`config.mk`:
```
export PLATFORM = sky130hd
export DESIGN_NAME = trivium_stream_decrypt
export DESIGN_NICKNAME = d
export VERILOG_FILES = /design/src/rtl/trivium_pkg.sv /design/src/rtl/trivium_stream_decrypt_ks_packer.sv /design/src/rtl/trivium_stream_decrypt.sv
export SDC_FILE = /design/constraint.sdc
export NUM_CORES = 1
export LEC_CHECK = 0
export BUFFER_PORTS_ARGS = -buffer_cell sky130_fd_sc_hd__buf_2
export CAP_MARGIN = 10
export CORE_MARGIN = 4
export CORE_UTILIZATION = 39
export CTS_CLUSTER_DIAMETER = 50
export DETAILED_ROUTE_END_ITERATION = 6
export PLACE_DENSITY = 0.54
export SLEW_MARGIN = 30
export SYNTH_ARGS = -nofsm -noshare
export SYNTH_HDL_FRONTEND = slang
export SYNTH_SLANG_ARGS = --single-unit
export TNS_END_PERCENT = 100
```
`constraint.sdc`:
```
create_clock -name clk -period 2 [get_ports clk]
set_input_delay 0.2 -clock clk [delete_from_list [all_inputs] [get_ports clk]]
set_output_delay 0.2 -clock clk [all_outputs]
set_load 0.02 [all_outputs]
```
`src/rtl/trivium_pkg.sv`:
```
// Shared constants and the receive-side state encoding for the Trivium stream path.
package trivium_pkg;

  localparam int TRIVIUM_STATE_BITS = 288;
  localparam int TRIVIUM_WARMUP     = 4 * TRIVIUM_STATE_BITS;
  localparam int DEF_DATA_W         = 8;
  localparam int DEF_CNT_W          = 11;

  typedef enum logic [1:0] {
    WARMUP = 2'd0,
    FILL   = 2'd1,
    HOLD   = 2'd2
  } dec_state_e;

endpackage

```
`src/rtl/trivium_stream_decrypt_ks_packer.sv`:
```
// Packs serial keystream bits LSB-first into a word; flags a full word until it is consumed.
module ks_packer
  import trivium_pkg::*;
#(
  parameter int DATA_W = DEF_DATA_W
) (
  input  logic              clk,
  input  logic              rst_n,
  input  logic              shift_en,
  input  logic              bit_in,
  input  logic              consume,
  output logic [DATA_W-1:0] word,
  output logic              last,
  output logic              done
);

  localparam int IDX_W = (DATA_W > 1) ? $clog2(DATA_W) : 1;
  localparam logic [IDX_W-1:0] LAST_IDX = IDX_W'(DATA_W - 1);

  logic [DATA_W-1:0] sr_q, sr_d;
  logic [IDX_W-1:0]  cnt_q, cnt_d;
  logic              done_q, done_d;

  always_ff @(posedge clk or negedge rst_n) begin
    if (!rst_n) begin
      sr_q   <= '0;
      cnt_q  <= '0;
      done_q <= 1'b0;
    end else begin
      sr_q   <= sr_d;
      cnt_q  <= cnt_d;
      done_q <= done_d;
    end
  end

  always_comb begin
    sr_d   = sr_q;
    cnt_d  = cnt_q;
    done_d = done_q;
    last   = shift_en && (cnt_q == LAST_IDX);
    if (consume) done_d = 1'b0;
    if (shift_en) begin
      sr_d[cnt_q] = bit_in;
      cnt_d       = last ? '0 : cnt_q + 1'b1;
      if (last) done_d = 1'b1;
    end
  end

  assign word = sr_q;
  assign done = done_q;

endmodule

```
`src/rtl/trivium_stream_decrypt.sv`:
```
// Throttles the Trivium core, discards its warm-up output, and XORs packed keystream
// words onto a ciphertext valid/ready stream.
module trivium_stream_decrypt
  import trivium_pkg::*;
#(
  parameter int DATA_W        = DEF_DATA_W,
  parameter int WARMUP_CYCLES = TRIVIUM_WARMUP,
  parameter int CNT_W         = DEF_CNT_W
) (
  input  logic              clk,
  input  logic              rst_n,
  input  logic              ks_bit,
  output logic              ks_en,
  input  logic [DATA_W-1:0] ct_data,
  input  logic              ct_valid,
  output logic              ct_ready,
  output logic [DATA_W-1:0] pt_data,
  output logic              pt_valid,
  input  logic              pt_ready,
  output logic              warm_done
);

  localparam logic [CNT_W-1:0] WARM_LAST = CNT_W'(WARMUP_CYCLES - 1);

  dec_state_e        state_q, state_d;
  logic              ks_en_q, ks_en_d;
  logic [CNT_W-1:0]  warm_cnt_q, warm_cnt_d;
  logic              warm_done_q, warm_done_d;
  logic [DATA_W-1:0] pt_data_q, pt_data_d;
  logic              pt_valid_q, pt_valid_d;

  logic              accept;
  logic              ks_shift;
  logic              ks_last;
  logic              ks_done;
  logic [DATA_W-1:0] ks_word;

  ks_packer #(.DATA_W(DATA_W)) u_packer (
    .clk      (clk),
    .rst_n    (rst_n),
    .shift_en (ks_shift),
    .bit_in   (ks_bit),
    .consume  (accept),
    .word     (ks_word),
    .last     (ks_last),
    .done     (ks_done)
  );

  // ks_en is registered so it reads 0 throughout reset and rises on the first edge after release.
  always_ff @(posedge clk or negedge rst_n) begin
    if (!rst_n) begin
      state_q     <= WARMUP;
      ks_en_q     <= 1'b0;
      warm_cnt_q  <= '0;
      warm_done_q <= 1'b0;
      pt_data_q   <= '0;
      pt_valid_q  <= 1'b0;
    end else begin
      state_q     <= state_d;
      ks_en_q     <= ks_en_d;
      warm_cnt_q  <= warm_cnt_d;
      warm_done_q <= warm_done_d;
      pt_data_q   <= pt_data_d;
      pt_valid_q  <= pt_valid_d;
    end
  end

  always_comb begin
    state_d = state_q;
    case (state_q)
      WARMUP:  if (ks_en_q && (warm_cnt_q == WARM_LAST)) state_d = FILL;
      FILL:    if (ks_last) state_d = HOLD;
      HOLD:    if (accept) state_d = FILL;
      default: state_d = WARMUP;
    endcase
  end

  always_comb begin
    ct_ready    = (state_q == HOLD) && ks_done && (!pt_valid_q || pt_ready);
    accept      = ct_valid && ct_ready;
    ks_shift    = (state_q == FILL) && ks_en_q;
    ks_en_d     = (state_d != HOLD);
    warm_cnt_d  = warm_cnt_q;
    warm_done_d = warm_done_q;
    if ((state_q == WARMUP) && ks_en_q) begin
      if (warm_cnt_q == WARM_LAST) warm_done_d = 1'b1;
      else                         warm_cnt_d  = warm_cnt_q + 1'b1;
    end
    pt_data_d  = pt_data_q;
    pt_valid_d = pt_valid_q;
    if (accept) begin
      pt_data_d  = ct_data ^ ks_word;
      pt_valid_d = 1'b1;
    end else if (pt_ready) begin
      pt_valid_d = 1'b0;
    end
  end

  assign ks_en     = ks_en_q;
  assign pt_data   = pt_data_q;
  assign pt_valid  = pt_valid_q;
  assign warm_done = warm_done_q;

endmodule
```
==> qor.csv <==
metric,value,unit
maxSlewHeadroom,0.4743,
path_delay_family,flip-flops,
async_flop_share,1.000,
postCtsSetupRepairBufs,0,
synth_nets,160,
use_met2,0.1648,
wl,2854,um
dp_hpwl,2056,um
synth_area_per_cell,11.57,sq um
rsz0062_at_grt,no,
wire_per_inst,12.97,um
grt_max_degree,37,
clock-skew-final,0.002304,ns
setup.worst_path.start,warm_cnt_q[0],
ant_nets,0,
setup_slack,0.2627,ns
yosysSeqAreaShare,0.5405,
yosysMostFrequentCell,dfrtp_1,
syn_inst,144,
clk_latency,0.28,ns
ys.flop_type,dfrtp_1,
timing.critical_path.depth,4,
ctsResizeCount,0,
sw_frac_of_total,0.3444,
grt_first_pass_wirelength,4781,um
seqPwrFrac,0.475,
met3_usage,0.03283,
hp-class,input pin to async pin,
period_needed,1.737,ns
chipHeight,73.37,um
gr-total-overflow,0,
synth.top_cell.area_share,0.5405,
ctsLongestPathBuffers,2,
slew_viol_final,0,
worstSetupStartpointType,register,
internal_power,1.759,mW
synthTopCellsByArea,"dfrtp_1, xnor2_1, mux2_2",
crit_required,2.17,ns
power_leakage,0.8818,nW
met1_usage,0.1589,
antenna_found_initial,0,
cp_slowest_cell,dfrtp_1,
drt_pass1_iterations,4,
io_pins,25,
initial_core_util,0.4107,
status,finished with violations,
cts_hold_buf,0,
clkTransAtPathRegs,0.07,ns
worst_hold_slack,-0.003885,ns
routed-via-count,1095,
power_frac_comb,0.322,
fin_crit_sh,0.8687,
tightest_slew,0.7886,ns
syn_area,1667,sq um
rr_worst_depth,4,
fmax,575.6,MHz
drtIter0Drc,35,
end_kind,register,
grt_usage,0.1157,
synthDistinctLibCells,34,
vias_per_cell,4.977,
clock-sinks,36,
dieArea,5383,sq um
synth_commonest_cells,"dfrtp_1, nand2_1, xnor2_1, mux2_2, o21ai_0",
violations,negative hold slack,
vdd_drop_max,0.5014,mV
top_usage_layer,met2,
nets,186,
pre_cts_slack,0.2751,ns
fin_setup_tns,0,ns
cp_num_buf_inv,0,
crit_fanout,8,
gp_congestion,0.7324,
cts_tree,done,
reg2reg_from,warm_cnt_q[0],
crit_path_cell_trace,"ha_1, and4_1, a41oi_4, mux2_2",
root_buffer,clkbuf_8,
cts_buffers,5,
synth-seq-cells,36,
die_w,73.37,um
hold_violations,2,
core_area,4058,sq um
post_route_cells_drive_above_1_share,0.2824,
n_antenna_cell,0,
synth_edf_count,0,
htree_levels,2,
setup-violations-final,0,
power.switching,0.9239,mW
worstPathArrival,1.90,ns
slowest_delay,0.41,ns
powerDensity,1394,nW/um^2
rows,23,
setup.worst_path.class,register to register,
synth_top_cell_by_area,dfrtp_1,
grt_pass1_vias,1054,
drcViolationCount,0,
maxCapViolations,0,
syn2layout_area_growth,15.47,%
io_buffers,24,
ys.warnings.count,0,
p_clk_frac,0.203,
## registers in the layout, indices dropped and copies added, names as in the netlist
name,cells
ks_en,1
pt_valid,1
u_packer.word,8
warm_done,1
state_q,2
u_packer.done,1
pt_data,8
u_packer.cnt_q,3
warm_cnt_q,11
## per-stage QoR
| stage | power, mW | instances | utilization | instance area [sq um] | hold slack [ns] |
|---|---|---|---|---|---|
| floorplan | 1.922 | 144 | - | 1667 | -0.09559 |
| global placement | 2.126 | 213 | 0.4505 | 1828 | 0.3335 |
| detailed placement | 2.170 | 213 | 0.4505 | 1828 | 0.3447 |
| CTS | 2.725 | 220 | 0.4743 | 1924 | 0.03470 |
| global route | 2.891 | 220 | 0.4743 | 1924 | 0.07561 |
| finish | 2.683 | 220 | 0.4743 | 1924 | -0.003885 |
## metal layers
layer | up-vias | share of wire | routed length (um)
li1 | 559 | - | -
met1 | 509 | 0.49 | 1400
met2 | 22 | 0.43 | 1227
met3 | 5 | 0.059 | 168
met4 | 0 | 0.020 | 57
met5 | - | 0 | 0
## final cells by class
type / instances / area [sq um]
well taps: 50 / 62.56
fillers: 378 / 2133
multi-input cells: 101 / 733.2
clock buffers: 7 / 96.34
flip-flops and latches: 36 / 900.9
inverters: 1 / 3.754
repair buffers: 25 / 127.6
## power groups by stage
stage                     sequential, mW  combinational (mW)  clock [mW]
after floorplan                     1.32               0.602           0
after global placement              1.27               0.855           0
after detailed placement            1.29               0.880           0
after CTS                           1.28               0.882       0.567
after global routing                1.32               0.974       0.600
final                               1.27               0.865       0.544
## cells in the final DEF, fill, tap and decap left out, drive strengths merged, types with 2 or more instances in the layout
master,netlist,layout
nand4,5,5
nand3b,5,5
nand3,6,6
nor3,2,2
and3,4,4
xnor2,15,15
buf,4,25
ha,3,3
mux2,9,9
o21ai,8,8
nand2b,2,2
clkbuf,2,7
nor3b,3,3
dfrtp,36,36
a21oi,3,3
nand2,19,19
nor2,3,3
## kinds of logic after synthesis
logic type	after synthesis	share of synthesized area
AND/OR/NAND/NOR	55	0.1952
flip-flops	36	0.5405
AO/OA/AOI/OAI	18	0.07734
XOR/XNOR	16	0.08409
multiplexers	9	0.06081
buffers and inverters	7	0.01951
adder cells (fa/ha/maj)	3	0.02252
## worst paths after layout
path | endpoint | slack [ns]
min in group clk | pt_data[3] | 0.20
min | warm_cnt_q[10] | -0.004
max in group asynchronous | ks_en | 1.50
max reg2reg | warm_cnt_q[1] | 0.26
min reg2reg | warm_done | 0.47
max | warm_cnt_q[1] | 0.26
## worst register-to-register path, delay by kind of cell (launching register included)
kind,cells,cell delay [ns]
AO/OA/AOI/OAI,1,0.31
adder cells (fa/ha/maj),1,0.23
flip-flops,1,0.41
multiplexers,1,0.36
AND/OR/NAND/NOR,1,0.31
Note: power is estimated with default switching activity, not from simulation.
